File: src/rtl/mc_pkg.sv
// Shared encodings for the multi-cycle RISC-V control FSM.
// State, opcode, opcode-class and ALUOp constants live here.
package mc_pkg;

    typedef enum logic [2:0] {
        ST_FETCH  = 3'd0,
        ST_DECODE = 3'd1,
        ST_EXEC   = 3'd2,
        ST_MEM    = 3'd3,
        ST_WB     = 3'd4,
        ST_TRAP   = 3'd5
    } state_t;

    localparam logic [6:0] OP_R   = 7'b0110011;
    localparam logic [6:0] OP_I   = 7'b0010011;
    localparam logic [6:0] OP_LW  = 7'b0000011;
    localparam logic [6:0] OP_SW  = 7'b0100011;
    localparam logic [6:0] OP_BEQ = 7'b1100011;

    typedef enum logic [2:0] {
        CL_R,
        CL_I,
        CL_LW,
        CL_SW,
        CL_BEQ,
        CL_ILL
    } op_class_t;

    localparam logic [1:0] ALU_ADD   = 2'b00;
    localparam logic [1:0] ALU_SUB   = 2'b01;
    localparam logic [1:0] ALU_FUNCT = 2'b10;

    // Packs {alu_op, alu_src} for the execute step of each class.
    function automatic logic [2:0] alu_ctl(input op_class_t c);
        logic [2:0] r;
        case (c)
            CL_R:    r = {ALU_FUNCT, 1'b0};
            CL_I:    r = {ALU_FUNCT, 1'b1};
            CL_BEQ:  r = {ALU_SUB, 1'b0};
            default: r = {ALU_ADD, 1'b1};
        endcase
        return r;
    endfunction

endpackage

File: src/rtl/mc_opcode_decoder.sv
// Combinational opcode classifier used while the FSM sits in DECODE.
// Anything outside the five supported opcodes is flagged illegal.
module opcode_decoder
    import mc_pkg::*;
(
    input  logic [6:0] opcode,
    output op_class_t  op_class,
    output logic       legal
);

    always_comb begin
        op_class = CL_ILL;
        legal    = 1'b1;
        unique case (1'b1)
            (opcode == OP_R):   op_class = CL_R;
            (opcode == OP_I):   op_class = CL_I;
            (opcode == OP_LW):  op_class = CL_LW;
            (opcode == OP_SW):  op_class = CL_SW;
            (opcode == OP_BEQ): op_class = CL_BEQ;
            default:            legal    = 1'b0;
        endcase
    end

endmodule

File: src/rtl/mc_controller.sv
// Multi-cycle control unit: FETCH/DECODE/EXEC/MEM/WB sequencing,
// sticky illegal-opcode trap and retired-instruction counter.
module mc_controller
    import mc_pkg::*;
(
    input  logic        clk,
    input  logic        rst_n,
    input  logic [6:0]  opcode,
    input  logic        zero,
    input  logic        mem_ready,
    output logic        pc_write,
    output logic        pc_src,
    output logic        ir_write,
    output logic        mem_req,
    output logic        mem_we,
    output logic        mem_sel,
    output logic        reg_write,
    output logic        mem_to_reg,
    output logic        alu_src,
    output logic [1:0]  alu_op,
    output logic [2:0]  state,
    output logic        illegal,
    output logic [31:0] instret
);

    state_t      state_q;
    state_t      state_d;
    op_class_t   cls_q;
    op_class_t   dec_cls;
    logic        dec_legal;
    logic        illegal_q;
    logic [31:0] instret_q;
    logic        retire;

    logic pc_w;
    logic pc_src_c;
    logic ir_w;
    logic mem_req_c;
    logic mem_we_c;
    logic reg_w;

    opcode_decoder u_dec (
        .opcode   (opcode),
        .op_class (dec_cls),
        .legal    (dec_legal)
    );

    always_ff @(posedge clk) begin
        if (!rst_n) begin
            state_q   <= ST_FETCH;
            cls_q     <= CL_R;
            illegal_q <= 1'b0;
            instret_q <= '0;
        end else begin
            state_q <= state_d;
            if (state_q == ST_DECODE) begin
                cls_q <= dec_cls;
                if (!dec_legal) illegal_q <= 1'b1;
            end
            if (retire) instret_q <= instret_q + 32'd1;
        end
    end

    always_comb begin
        state_d    = state_q;
        pc_w       = 1'b0;
        pc_src_c   = 1'b0;
        ir_w       = 1'b0;
        mem_req_c  = 1'b0;
        mem_we_c   = 1'b0;
        mem_sel    = 1'b0;
        reg_w      = 1'b0;
        mem_to_reg = 1'b0;
        alu_op     = ALU_ADD;
        alu_src    = 1'b0;
        retire     = 1'b0;
        case (state_q)
            ST_FETCH: begin
                mem_req_c = 1'b1;
                if (mem_ready) begin
                    ir_w    = 1'b1;
                    pc_w    = 1'b1;
                    state_d = ST_DECODE;
                end
            end
            ST_DECODE: begin
                state_d = dec_legal ? ST_EXEC : ST_TRAP;
            end
            ST_EXEC: begin
                {alu_op, alu_src} = alu_ctl(cls_q);
                case (cls_q)
                    CL_R, CL_I:   state_d = ST_WB;
                    CL_LW, CL_SW: state_d = ST_MEM;
                    default: begin
                        state_d = ST_FETCH;
                        retire  = 1'b1;
                        if (zero) begin
                            pc_w     = 1'b1;
                            pc_src_c = 1'b1;
                        end
                    end
                endcase
            end
            ST_MEM: begin
                mem_req_c = 1'b1;
                mem_sel   = 1'b1;
                mem_we_c  = (cls_q == CL_SW);
                alu_op    = ALU_ADD;
                alu_src   = 1'b1;
                if (mem_ready) begin
                    if (cls_q == CL_SW) begin
                        state_d = ST_FETCH;
                        retire  = 1'b1;
                    end else begin
                        state_d = ST_WB;
                    end
                end
            end
            ST_WB: begin
                reg_w             = 1'b1;
                mem_to_reg        = (cls_q == CL_LW);
                {alu_op, alu_src} = alu_ctl(cls_q);
                state_d           = ST_FETCH;
                retire            = 1'b1;
            end
            ST_TRAP: begin
                state_d = ST_TRAP;
            end
            default: begin
                state_d = ST_FETCH;
            end
        endcase
    end

    // Strobes are held low for the whole reset so an abandoned
    // instruction can neither write nor redirect the PC.
    assign pc_write  = pc_w & rst_n;
    assign pc_src    = pc_src_c & rst_n;
    assign ir_write  = ir_w & rst_n;
    assign mem_req   = mem_req_c & rst_n;
    assign mem_we    = mem_we_c & rst_n;
    assign reg_write = reg_w & rst_n;

    assign state   = state_q;
    assign illegal = illegal_q;
    assign instret = instret_q;

endmodule
File: config.mk
export PLATFORM = sky130hd
export DESIGN_NAME = mc_controller
export DESIGN_NICKNAME = d
export VERILOG_FILES = /design/src/rtl/mc_pkg.sv /design/src/rtl/mc_opcode_decoder.sv /design/src/rtl/mc_controller.sv
export SDC_FILE = /design/constraint.sdc
export NUM_CORES = 1
export LEC_CHECK = 0
export CAP_MARGIN = 15
export CORE_ASPECT_RATIO = 1.4
export CORE_UTILIZATION = 52
export CTS_CLUSTER_DIAMETER = 200
export DETAILED_ROUTE_END_ITERATION = 12
export HOLD_SLACK_MARGIN = 0.15
export PLACE_DENSITY = 0.84
export SYNTH_ARGS = -nofsm -noshare
export SYNTH_HDL_FRONTEND = slang
export SYNTH_HIERARCHICAL = 1
export SYNTH_SLANG_ARGS = --single-unit
File: constraint.sdc
create_clock -name clk -period 5.8 [get_ports clk]
set_clock_uncertainty 0.05 [all_clocks]
set_input_delay 0.58 -clock clk [delete_from_list [all_inputs] [get_ports clk]]
set_output_delay 0.58 -clock clk [all_outputs]
set_load 0.01 [all_outputs]
# --- After elaboration in Yosys (flattened, before gate mapping) ---
# Index checks and enable logic that the tools add are counted.
word_totals:
  ff_bits: 39
  latchBits: 0
  mem_bits_rw: 0
  mem_bits_ro: 0
  input_bits: 11
  out_inout_bits: 47
  elab_cells: 64
  mem_count: 0
classes:
  add_sub_neg: 1
  multipliers: 0
  div_mod_pow: 0
  n_lt_le_gt_ge: 0
  n_eq_ne: 16
  shift: 0
  muxes: 26
  bitwise: 7
  n_reduce_logical: 10
ops:
  columns: ["op", "n"]
  rows:
  - ["32-bit by 1-bit adder with 32-bit output, second input constant", 1]
  - ["3-bit case mux with 5 select lines", 2]
  - ["7-bit by 6-bit == test with 1-bit output, second input constant", 2]
  - ["1-bit two-way mux", 14]
  - ["3-bit by 2-bit == test with 1-bit output, second input constant", 4]
  - ["3-bit two-way mux", 4]
  - ["3-bit == test, second input constant", 3]
  - ["3-bit case mux with 3 select lines", 1]
  - ["2-bit OR reduction", 4]
  - ["7-bit by 2-bit == test with 1-bit output, second input constant", 1]
  - ["7-bit by 5-bit == test with 1-bit output, second input constant", 1]
  - ["7-bit == test, second input constant", 1]
  - ["1-bit AND", 6]
  - ["3-bit by 1-bit == test with 1-bit output, second input constant", 2]
  - ["3-bit zero test", 2]
  - ["3-bit case mux with 2 select lines", 1]
  - ["5-bit OR reduction", 1]
  - ["2-bit inequality test, second input constant", 2]
  - ["1-bit case mux with 2 select lines", 2]
  - ["2-bit AND reduction", 2]
  - ["4-bit OR reduction", 1]
  - ["1-bit case mux with 3 select lines", 1]
  - ["2-bit two-way mux", 1]
  - ["1-bit NOT", 1]

# --- Longest topological paths before layout ---
# Gate-level depths: netlist of run 1.
depth:
  word_depth: 5
  ltp_mapped: 7
  depth_no_buf: 7

# --- By module ---
# Netlist of run 1, hierarchy kept.
by_module_without_submodules:
  columns: ["module", "instances", "cells_each", "area_each_um2"]
  rows:
  - ["mc_controller", 1, 245, 2133.3]
  - ["opcode_decoder", 1, 11, 65.1]

# --- Worst setup path after synthesis of run 1 ---
# No wires, ideal clock.
synth_timing:
  path_type: "in2out"
  start: "input port rst_n"
  end: "output port pc_write"
  arrival_ns: 1.427
  required_time_ns: 5.170
  setup_slack_ns: 3.743
  cell_stages: 3
  n_path_buf: 0
  cell_sequence: "nand2_1 > nor4b_1 > or2_2"
synth_via:
  elab_chain_cells: 1
synth_rtl:
  columns: ["item", "line_no", "rtl"]
  rows:
  - ["from (decl)", "mc_controller.sv:7", "input logic rst_n,"]
  - ["1-bit AND", "mc_controller.sv:137", "assign pc_write = pc_w & rst_n;"]
  - ["to (decl)", "mc_controller.sv:11", "output logic pc_write,"]
# Every way passes these cells.

# --- Worst setup path in the final report of run 1 ---
# Same ends and word-level chain as after synthesis.

==> impl_metrics.py, run 1 <==
metrics = {
    "sta": {
        "fmax_mhz": 312,
        "fin_ws_ps": 2590,
        "post-route-min-period_ps": 3210,
        "finalHoldViolCount": 0,
        "fin_setup_tns_ps": 0,
        "maxSlewHeadroom_pct": 60.8,
        "rsz0062_at_grt": "no",
        "final-setup-viol-count": 0,
        "worst_slew_pin_slew_ps": 589,
        "finalMaxSlewViolations": 0,
        "finalCritPeriodShare_pct": 55.3,
    },
    "setup_path": {
        "r2r-end": "instret[24]",
        "start_kind": "primary input",
        "worstPathArrival_ps": 2580,
        "critical_path_class": "primary input to output port",
        "worst-r2r-cell-count": 5,
        "cp_data_required_time_ps": 5170,
        "reg2reg_slack_ps": 3300,
        "timing.rr.start": "state[0]",
        "end_kind": "output port",
        "cp_max_fo": 41,
    },
    "final_layout": {
        "drive_gt1_share_pct": 7.42,
        "diodes": 0,
        "layout_common_cells": "57 x clkdlybuf4s50_1, 39 x dfxtp_1, 18 x and2_1",
        "multi_input_area_mm2": 0.00135,
        "register_area_um2": 781,
        "syn_to_final_growth_pct": 32.4,
        "finalInstanceArea_mm2": 0.00291,
        "fin_nets": 321,
        "fill_cells": 319,
        "layout_commonest_cell": "clkdlybuf4s50_1",
        "postLayoutCoreUtil_pct": 73.0,
    },
    "pwr": {
        "powerDensity_mw_per_mm2": 227,
        "pwr-share-seq_pct": 44.7,
        "power_leakage_uw": 0.000954,
        "ir_worst_vdd_v": 0.000148,
        "p_int_uw": 500,
        "power_switching_uw": 162,
        "p_comb_share_pct": 15.1,
        "power_uw": 662,
        "swShare_pct": 24.5,
        "power.share.clock_pct": 40.2,
    },
    "detailed_routing": {
        "drt_wl_total_um": 5020,
        "first_pass_iters": 8,
        "detail-route-antenna-nets": 0,
        "drt_iter0_markers": 77,
        "wl_per_cell_um": 14.2,
        "via_per_inst": 5.94,
        "drc": 6,
        "num_vias": 2098,
    },
    "worst_hold_path": {
        "holdPathEnd": "illegal",
        "min_path_cells": 1,
        "min_path_type": "register to register",
        "worstHoldStart": "illegal",
    },
    "logic_synthesis": {
        "syn-num-nets": 268,
        "synth.area.top_cells": "dfxtp_1 36%, xnor2_1 5.6%, and2_1 5.1%",
        "synthArstFlopShare_pct": 0,
        "ys_ff_latch": 39,
        "seq_area_frac_synth_pct": 35.5,
        "postSynthCellCount": 256,
        "synth-main-ff-cell": "dfxtp_1",
        "synth_top_area_share_pct": 35.5,
        "avgSynthCellArea_um2": 8.59,
        "synth_area_mm2": 0.00220,
        "ys_types": 49,
        "yosysWarningCount": 6,
        "yosysTopAreaCell": "dfxtp_1",
        "synth_enable_flop_cells": 0,
    },
    "cts": {
        "cts_tree": "built",
        "cts_buffer_depth": 2,
        "cts_buffers": 5,
        "h-tree-depth": 2,
        "cts_setup_buffers": 0,
        "cts_resized": 0,
        "cts_sinks": 39,
        "clock_tree.root_cell": "clkbuf_8",
        "clkTransAtPathRegs_ps": 70,
        "hold_buffers": 0,
        "clock_latency_ps": 290,
    },
    "global_route": {
        "first_global_vias": 1919,
        "antenna_found_initial": 0,
        "grt_pass1_wl_um": 8700,
        "grt_max_degree": 42,
        "grt_overflow": 0,
        "grt_util_all_layers_pct": 24.4,
    },
    "status": {
        "violations": "design-rule violations",
        "status": "finished with violations",
    },
    "floorplan": {
        "dieArea_mm2": 0.00450,
        "core_mm2": 0.00399,
        "start_util_pct": 55.1,
        "rows": 27,
        "io_pins": 58,
        "die_w_um": 57.0,
        "die_h_um": 78.9,
    },
    "placed_design": {
        "gp_congestion": 0.836,
        "dpl-instance-area_mm2": 0.00278,
        "portBuffers": 57,
        "hpwl_um": 3570,
        "dp_slack_ps": 2580,
    },
    "flow_run": {
        "maxCapViolCount": 0,
    },
}
logic make-up (layout without fill, tap and decap cells):
logic type                 Yosys count  in the layout  synth area share [%]
buffers and inverters               17             71                  3.19
and+or+nand+nor                    112            112                  29.3
muxes                                1              1                 0.512
AOI/OAI and AO/OA                   67             67                  23.4
adders and majority gates            1              1                 0.569
DFF                                 39             39                  35.5
xor gates and xnor gates            19             19                  7.57
critical path: stages:
cell	delay (ps)
clkdlybuf4s50_1	450
buf_4	310
nand2_1	170
nor4b_1	370
or2_2	170
clkdlybuf4s50_1	520
final cells by class:
type | count | share of cell area [%]
inverter | 5 | 0.645
timing repair buffer | 58 | 19.9
multi-input combinational | 200 | 46.3
tap | 43 | 1.85
clock inverter | 2 | 2.06
sequential | 39 | 26.8
clock buffer | 6 | 2.49
cells in the mapped netlist (2+ instances only):
cell / count
a21boi_1: 12
or3_1: 11
xnor2_1: 14
o211ai_1: 2
a21oi_1: 6
o21a_1: 2
or4_1: 3
clkbuf_1: 7
nand2b_1: 6
nand2_1: 16
nor2b_1: 3
a2111oi_2: 3
and2_1: 18
o21ai_0: 14
o211ai_2: 2
xor2_1: 5
a21boi_0: 4
nand3_1: 15
nor2_1: 11
nor3b_1: 2
nand4_1: 6
o31ai_1: 4
nor4_2: 2
buf_2: 5
inv_1: 5
nor3_1: 6
dfxtp_1: 39
and3_1: 3
o2111ai_1: 8
nor4_1: 3
registers in the layout (all words and copies together) (netlist names):
| register | count |
|---|---|
| state | 3 |
| instret | 32 |
| cls_q | 3 |
| illegal | 1 |
routing by layer:
| layer | wire length (um) | track usage [%] | share of wire, % |
|---|---|---|---|
| met2 | 2530 | 42.5 | 50 |
| met3 | 217 | 6.03 | 4.3 |
| met4 | 63 | 8.29 | 1.3 |
| met5 | 0 | 0 | 0 |
| met1 | 2210 | 28.7 | 44 |
power groups by stage:
| stage | logic, uW | registers (uW) | clock network, uW |
|---|---|---|---|
| after CTS | 101 | 295 | 272 |
| after global placement | 98.1 | 301 | 0 |
| after global routing | 110 | 298 | 282 |
| after floorplan | 66.4 | 293 | 0 |
| after detailed placement | 99.4 | 301 | 0 |
| final | 100 | 296 | 266 |
stage by stage:
stage | hold slack (ps) | std cells
floorplan | 450 | 256
global placement | 408 | 345
detailed placement | 411 | 345
CTS | 435 | 353
global route | 446 | 353
finish | 429 | 353
how the worst max path moves through the flow:
stage / end / slack, ps / cells past startpoint / startpoint
final: pc_write / 2590 / 6 / rst_n
after global routing: pc_write / 2440 / 6 / rst_n
after CTS: pc_write / 2570 / 6 / rst_n
after detailed placement: pc_write / 2580 / 6 / rst_n
after global placement: pc_write / 2630 / 6 / rst_n
after floorplan: pc_write / 3740 / 3 / rst_n
Note: power is estimated with default switching activity, not from simulation.
==> run 2, diff against run 1 <==
--- a/config.mk
+++ b/config.mk
@@ -7,11 +7,11 @@
 export LEC_CHECK = 0
 export CAP_MARGIN = 15
 export CORE_ASPECT_RATIO = 1.4
-export CORE_UTILIZATION = 52
+export CORE_UTILIZATION = 49
 export CTS_CLUSTER_DIAMETER = 200
 export DETAILED_ROUTE_END_ITERATION = 12
 export HOLD_SLACK_MARGIN = 0.15
-export PLACE_DENSITY = 0.84
+export PLACE_DENSITY = 0.8
 export SYNTH_ARGS = -nofsm -noshare
 export SYNTH_HDL_FRONTEND = slang
 export SYNTH_HIERARCHICAL = 1
==> constraint.sdc (replaced) <==
create_clock -name clk -period 3.3 [get_ports clk]
set_clock_uncertainty 0.05 [all_clocks]
set_input_delay 0.33 -clock clk [delete_from_list [all_inputs] [get_ports clk]]
set_output_delay 0.33 -clock clk [all_outputs]
set_load 0.01 [all_outputs]
==> impl_metrics.py, run 2 (synthesized netlist as in run 1, its figures left out) <==
metrics = {
    "status": {
        "status": "complete, no violations",
    },
    "worst_hold_path": {
        "min_path_cells": 1,
        "worstHoldStart": "illegal",
        "min_path_type": "register to register",
        "holdPathEnd": "illegal",
    },
    "setup_path": {
        "timing.rr.start": "state[0]",
        "cp_max_fo": 16,
        "cpLargestDelayFamily": "simple AND/OR/NAND/NOR gates",
        "end_kind": "register",
        "path_cells": "and3b_1, and4_2, o211ai_2, or4_1, a21boi_1",
        "worstPathArrival_ps": 2710,
        "reg2reg_slack_ps": 760,
        "critical_path_class": "register to register",
        "worst-r2r-cell-count": 5,
        "r2r-end": "instret[28]",
        "start_kind": "register",
        "critical-path-slowest-cell": "dfxtp_1",
        "timing.critical_path.buf_inv": 0,
        "cp_data_required_time_ps": 3470,
        "cp_slowest_stage_delay_ps": 680,
    },
    "sta": {
        "hold_ws_ps": 418,
        "final-setup-viol-count": 0,
        "maxSlewHeadroom_pct": 60.9,
        "finalHoldViolCount": 0,
        "fmax_mhz": 394,
        "finalCritPeriodShare_pct": 77.0,
        "finalMaxSlewViolations": 0,
        "post-route-min-period_ps": 2540,
        "rsz0062_at_grt": "no",
        "fin_setup_tns_ps": 0,
        "worst_slew_pin_slew_ps": 586,
        "fin_ws_ps": 760,
    },
    "detailed_routing": {
        "first_pass_iters": 4,
        "drt_wl_total_um": 4950,
        "drc": 0,
        "via_per_inst": 5.64,
        "wl_per_cell_um": 13.4,
        "detail-route-antenna-nets": 0,
        "num_vias": 2085,
        "drt_iter0_markers": 91,
    },
    "floorplan": {
        "die_h_um": 81.3,
        "io_pins": 58,
        "rows": 28,
        "die_w_um": 58.6,
        "core_mm2": 0.00427,
        "start_util_pct": 51.4,
        "dieArea_mm2": 0.00476,
    },
    "placed_design": {
        "hpwl_um": 3620,
        "portBuffers": 57,
        "dp_slack_ps": 808,
        "gp_congestion": 0.813,
    },
    "final_layout": {
        "register_area_um2": 781,
        "drive_gt1_share_pct": 7.10,
        "postLayoutCoreUtil_pct": 67.4,
        "syn_to_final_growth_pct": 31.1,
        "fill_cells": 382,
        "layout_commonest_cell": "clkdlybuf4s50_1",
        "fin_nets": 321,
        "multi_input_area_mm2": 0.00135,
        "largest_register_ffs": 32,
        "layout_common_cells": "57 x clkdlybuf4s50_1, 39 x dfxtp_1, 18 x and2_1",
        "diodes": 0,
    },
    "cts": {
        "h-tree-depth": 2,
        "cts_buffers": 5,
        "cts_sinks": 39,
        "clock_tree.root_cell": "clkbuf_8",
        "cts_tree": "built",
        "cts_setup_buffers": 0,
        "hold_buffers": 0,
        "clkTransAtPathRegs_ps": 70,
        "cts_resized": 0,
        "clock_latency_ps": 280,
        "cts_buffer_depth": 2,
    },
    "pwr": {
        "powerDensity_mw_per_mm2": 346,
        "ir_worst_vdd_v": 0.000296,
        "power_leakage_uw": 0.000931,
    },
    "global_route": {
        "grt_overflow": 0,
        "grt_util_all_layers_pct": 22.4,
        "antenna_found_initial": 0,
        "grt_pass1_wl_um": 8350,
        "grt_max_degree": 41,
        "first_global_vias": 1927,
    },
    "flow_run": {
        "maxCapViolCount": 0,
    },
}
## run 2: changes by cell type in the layout (fill, tap and decap cells not counted), sizes merged
cell,change
clkbuf,+1
bufinv,-2
clkinv,+1
## run 2: routing by layer
metal  part of all wire [%]  track usage, %  up-vias
li1                       -               -     1051
met1                     44            27.3      972
met2                     50            37.4       50
met3                    3.7            4.46       12
met4                    2.3            11.2        0
met5                      0               0        -
## run 2: layout make-up
cell class	instances	area share (%)
multi-input combinational	200	46.8
sequential	39	27.1
timing repair buffer	58	20.1
clock buffer	7	2.65
tap	60	2.61
inverter	5	0.651
clock inverter	1	0.174
## run 2: metrics by stage
step | std cells | cell area (um^2) | power (uW)
detailed placement | 362 | 2800 | 705
global placement | 362 | 2800 | 702
finish | 370 | 2880 | 996
global route | 370 | 2880 | 1050
floorplan | 256 | 2200 | 631
CTS | 370 | 2880 | 1010
## run 2: worst reg2reg max path, stage by stage, from the launching register on
cell and delay, ps:
dfxtp_1 680, and3b_1 320, and4_2 430, o211ai_2 270
or4_1 580, a21boi_1 160
## run 2: worst max-delay path by stage
stage / startpoint / to / slack, ps / cells past startpoint
after floorplan: state[2] / instret[28] / 1360 / 6
after global placement: state[0] / instret[28] / 940 / 5
after detailed placement: state[0] / instret[28] / 810 / 5
after CTS: state[0] / instret[28] / 770 / 5
after global routing: state[0] / instret[28] / 560 / 5
final: state[0] / instret[28] / 760 / 5
## run 2: report_power, final
group	switching (uW)	internal [uW]	leakage (uW)
clock network	152	148	0.0000422
registers	34.8	486	0.000315
logic	85.0	90.9	0.000574
total	271	725	0.000931
